<file path="src/rtl/vend_ctrl.sv">
// Coin-operated vending controller: collects 5/10/25 cent coins, dispenses at PRICE, pays change in 5-cent pulses.
// Optional refund-on-cancel feature is enabled by defining VEND_CANCEL_EN.
module vend_ctrl #(
    parameter int PRICE    = 15,
    parameter int CREDIT_W = 8
) (
    input  logic                clk,
    input  logic                rst,
    input  logic                coin_valid,
    input  logic [1:0]          coin_sel,
    input  logic                cancel,
    output logic                dispense,
    output logic                change_pulse,
    output logic                coin_reject,
    output logic                busy,
    output logic [CREDIT_W-1:0] credit
);

    localparam logic [1:0] IDLE     = 2'd0;
    localparam logic [1:0] COLLECT  = 2'd1;
    localparam logic [1:0] DISPENSE = 2'd2;
    localparam logic [1:0] CHANGE   = 2'd3;

    localparam logic [CREDIT_W:0]   PRICE_EXT = (CREDIT_W+1)'(PRICE);
    localparam logic [CREDIT_W-1:0] PRICE_C   = CREDIT_W'(PRICE);
    localparam logic [CREDIT_W-1:0] NICKEL    = CREDIT_W'(5);

    logic [1:0]          state;
    logic [1:0]          state_nxt;
    logic [CREDIT_W-1:0] credit_nxt;
    logic [CREDIT_W:0]   coin_value;
    logic [CREDIT_W:0]   sum;
    logic                accept;
    logic                reject_nxt;
    logic                cancel_req;
    logic                cancel_block;

`ifdef VEND_CANCEL_EN
    // A cancel blocks any coin offered with it, but only refunds from COLLECT.
    assign cancel_block = cancel;
    assign cancel_req   = cancel && (state == COLLECT);
`else
    assign cancel_block = cancel & 1'b0;
    assign cancel_req   = 1'b0;
`endif

    always_comb begin
        coin_value = '0;
        case (coin_sel)
            2'b00:   coin_value = (CREDIT_W+1)'(5);
            2'b01:   coin_value = (CREDIT_W+1)'(10);
            2'b10:   coin_value = (CREDIT_W+1)'(25);
            default: coin_value = '0;
        endcase
    end

    // Credit is always below PRICE when a coin is added, so the extra sum bit only guards the compare.
    assign sum    = {1'b0, credit} + coin_value;
    assign accept = coin_valid && (coin_sel != 2'b11) && !cancel_block
                    && ((state == IDLE) || (state == COLLECT));
    assign reject_nxt = coin_valid && !accept;

    always_comb begin
        state_nxt  = state;
        credit_nxt = credit;
        case (state)
            IDLE, COLLECT: begin
                if (cancel_req) begin
                    state_nxt = CHANGE;
                end else if (accept) begin
                    credit_nxt = sum[CREDIT_W-1:0];
                    state_nxt  = (sum >= PRICE_EXT) ? DISPENSE : COLLECT;
                end
            end
            DISPENSE: begin
                credit_nxt = credit - PRICE_C;
                state_nxt  = (credit > PRICE_C) ? CHANGE : IDLE;
            end
            CHANGE: begin
                // The last nickel paid out lands us back in IDLE with zero credit.
                if (credit <= NICKEL) begin
                    credit_nxt = '0;
                    state_nxt  = IDLE;
                end else begin
                    credit_nxt = credit - NICKEL;
                end
            end
            default: begin
                credit_nxt = '0;
                state_nxt  = IDLE;
            end
        endcase
    end

    always_ff @(posedge clk) begin
        if (rst) begin
            state       <= IDLE;
            credit      <= '0;
            coin_reject <= 1'b0;
        end else begin
            state       <= state_nxt;
            credit      <= credit_nxt;
            coin_reject <= reject_nxt;
        end
    end

    assign dispense     = (state == DISPENSE);
    assign change_pulse = (state == CHANGE);
    assign busy         = (state == DISPENSE) || (state == CHANGE);

endmodule

</file>
<file path="config.mk">
export PLATFORM = sky130hd
export DESIGN_NAME = vend_ctrl
export DESIGN_NICKNAME = d
export VERILOG_FILES = /design/src/rtl/vend_ctrl.sv
export SDC_FILE = /design/constraint.sdc
export NUM_CORES = 1
export LEC_CHECK = 0
export BUFFER_PORTS_ARGS = -buffer_cell sky130_fd_sc_hd__buf_4
export CORE_ASPECT_RATIO = 1.75
export CORE_MARGIN = 5
export CORE_UTILIZATION = 25
export CTS_CLUSTER_DIAMETER = 80
export DETAILED_ROUTE_END_ITERATION = 10
export PLACE_DENSITY_LB_ADDON = 0.1
export RECOVER_POWER = 100
export REMOVE_ABC_BUFFERS = 1
export SLEW_MARGIN = 5
export SYNTH_ARGS = -nofsm -noshare
export SYNTH_HDL_FRONTEND = slang
export SYNTH_SLANG_ARGS = --single-unit
</file>
<file path="constraint.sdc">
create_clock -name clk -period 2.17 [get_ports clk]
set_clock_uncertainty 0.05 [all_clocks]
set_input_delay 0.217 -clock clk [delete_from_list [all_inputs] [get_ports clk]]
set_output_delay 0.217 -clock clk [all_outputs]
set_load 0.01 [all_outputs]
</file>
==> summary.md <==
| Metric | Value |
|---|---|
| Outcome | complete, but fails checks |
| Failing checks | setup timing |
| Worst-Margin Slew | 0.541 ns |
| Worst endpoint required time | 2.24 ns |
| Initial antenna violation count | 0 |
| Tightest hold margin | 0.209 ns |
| CP Capture Type | register |
| Final nets | 224 |
| Maxcap violations | 0 |
| Pwr dens | 1060 mW/mm² |
| Antenna diodes | 0 |
| Leak | 0.715 nW |
| Clock slew at reported path FFs | 0.05 ns |
| Layout cells sized above 1 | 37.3% |
| CTS H-tree lvls | 1 |
| FF+latch count, synth | 11 |
| Setup CP Type | reg -> reg |
| Max IR drop VDD | 0.478 mV |
| Vias | 1324 |
| Final Cycle Share | 104% |
| Pre-CTS worst setup slack | -0.390 ns |
| Fmax | 442 MHz |
| Gpl congestion | 0.764 |
| Synth cell types | 50 |
| RSZ-0062 raised after global routing | true |
| Area growth from synthesis to layout | 45.5% |
| DIE AREA | 0.00632 mm² |
| Clock share of power | 11.2% |
| Placed Cells | 250 |
| Fillers | 506 |
| Final setup TNS | -0.164 ns |
| Final Hold Viols | 0 |
| Avg WL per Cell | 15.1 µm |
| Hold Crit Class | in -> reg |
| Final std cell area, no fill | 0.00174 mm² |
| Clock sinks | 11 |
| Maximum fanout along the worst path | 2 |
| Initial Util | 25.6% |
| Post-synth top flop | dfxtp_1 |
| Post-synth EDFFs | 0 |
| Most frequent cells in the layout | buf_4 (46), nor2_1 (13), nand2_1 (12) |
| PortBufs | 16 |
| First-pass GRT wire length | 6490 µm |
| Row count | 33 |
| Number of global-route vias before repair | 1359 |
| Arr. time, crit path | 2.33 ns |
| Die Wd | 62.3 µm |
| PnR Total Power | 1.84 mW |
| Core area | 0.00467 mm² |
| Int Power | 1.03 mW |
| Starting DRT DRC Count | 18 |
| Reg area | 223 µm² |
| Leading cell type in the layout, fill and taps excluded | buf_4 |
| Vias per cell | 5.17 |
| Final setup fails | 2 |
| Register area share after synthesis | 18.4% |
| Post-layout util | 37.3% |
| CTS max path bufs | 2 |
| Crit path launch type | register |
| CTS tree | done |
| Cells after Synth | 156 |
| Setup WS post-layout | -0.0907 ns |
| # DRC | 0 |
| Syn_area_per_cell | 7.66 µm² |
| Worst skew pair latency | 0.24 ns |
| Max-slew violation count | 0 |
| Total track usage | 12.7% |
| Sw Share | 44.0% |
| Register share of total power | 17.8% |
| Largest area contributor in the netlist | dfxtp_1 |
| Fin cells | 256 |
| Yosys top cell area share | 18.4% |
| Largest net degree at the start of global routing | 25 |
| Mapped Area | 0.00119 mm² |
| Total gr overflow | 0 |
| I/O pin cnt | 18 |
| Root Buffer | clkbuf_8 |
| Die height | 101 µm |
| CTS Buf Count | 3 |
| Post-synth ARST share | 0% |
| DR pass1 iterations | 4 |
| Final min period | 2.26 ns |
| Placed instance area | 0.00161 mm² |
| Comb pwr share | 71.0% |
| Routed Antenna Nets | 0 |
| Synth top area cells | dfxtp_1 (18%), ha_1 (13%), xnor2_1 (5.1%) |
| Rel. slew slack | 63.9% |
| Area of the multi-input gates | 997 µm² |
| Switching power | 0.810 mW |
| Post-DP HPWL | 3060 µm |
| Syn. warnings | 0 |
| Hold Buf Count CTS | 0 |
| Post-Route WL | 3860 µm |
## timing repair
item | in CTS | in global routing
resized for setup | 15 | 12
setup buffers | 2 | 1
pin swaps | 6 | 8
setup endpoints to repair | 5 | 7
## layer usage
metal,vias up,global-route usage [%],part of all wire [%]
met3,13,0.999,1.9
met4,0,8.33,4.7
met5,-,0,0
met1,625,12.8,37
met2,24,24.6,56
li1,662,-,-
## layout make-up
| class | count | share of cell area (%) |
|---|---|---|
| repair buffers | 54 | 21.6 |
| clock buffers | 4 | 2.59 |
| flip-flops and latches | 11 | 12.8 |
| well taps | 52 | 3.74 |
| multi-input cells | 126 | 57.3 |
| inverters | 9 | 1.94 |
## sequential cells by signal, indices dropped and copies added (netlist names)
| name | count |
|---|---|
| credit | 8 |
| state | 2 |
| coin_reject | 1 |
## cells in the mapped netlist, types with 2 or more instances
master	count
o21ai_0	12
a21oi_1	9
o31ai_1	2
nand3b_1	2
nand2_1	12
o31a_1	2
ha_1	12
clkbuf_1	7
or4_1	2
nor3_1	5
a211oi_1	4
nand3_1	3
nor2b_1	3
inv_1	9
nor4_1	2
dfxtp_1	11
xor2_1	3
nor2_1	15
xnor2_1	7
a311oi_1	2
buf_2	3
## path summary, 6_finish.rpt
path / startpoint / end / slack (ns) / depth (start not counted)
min: rst / credit[1]$_SDFFE_PP0P_ / 0.21 / 2
max: credit[0]$_SDFFE_PP0P_ / state[1]$_SDFFE_PP0P_ / -0.09 / 9
max reg2reg: credit[0]$_SDFFE_PP0P_ / state[1]$_SDFFE_PP0P_ / -0.09 / 9
min reg2reg: credit[6]$_SDFFE_PP0P_ / credit[6]$_SDFFE_PP0P_ / 0.68 / 3
## worst max-delay path, cell delays in order, from the launching register on
cell and delay, ns:
dfxtp_2 0.34, ha_4 0.16, inv_2 0.05, fa_2 0.21, nor2b_4 0.05, o31a_1 0.29
o2111ai_1 0.17, o21ai_1 0.09, or4_4 0.48, o31a_1 0.25
## cell families (layout without fill, tap and decap cells)
kind of cell / count (synthesis) / after routing / share of synthesized area [%]
flops: 11 / 11 / 18.4
fa+ha+maj: 13 / 13 / 14.2
buf+inv: 19 / 67 / 6.28
mux: 2 / 2 / 1.78
xor+xnor: 10 / 10 / 7.33
simple gates: 54 / 54 / 24.3
compound gates: 47 / 47 / 27.6
## power groups by stage
stage               combinational [mW]  clock, mW  sequential (mW)
CTS                               1.30      0.215            0.325
global route                      1.45      0.225            0.338
detailed placement                1.25          0            0.321
floorplan                        0.556          0            0.450
finish                            1.31      0.206            0.327
global placement                  1.25          0            0.322
Note: power is estimated with default switching activity, not from simulation.
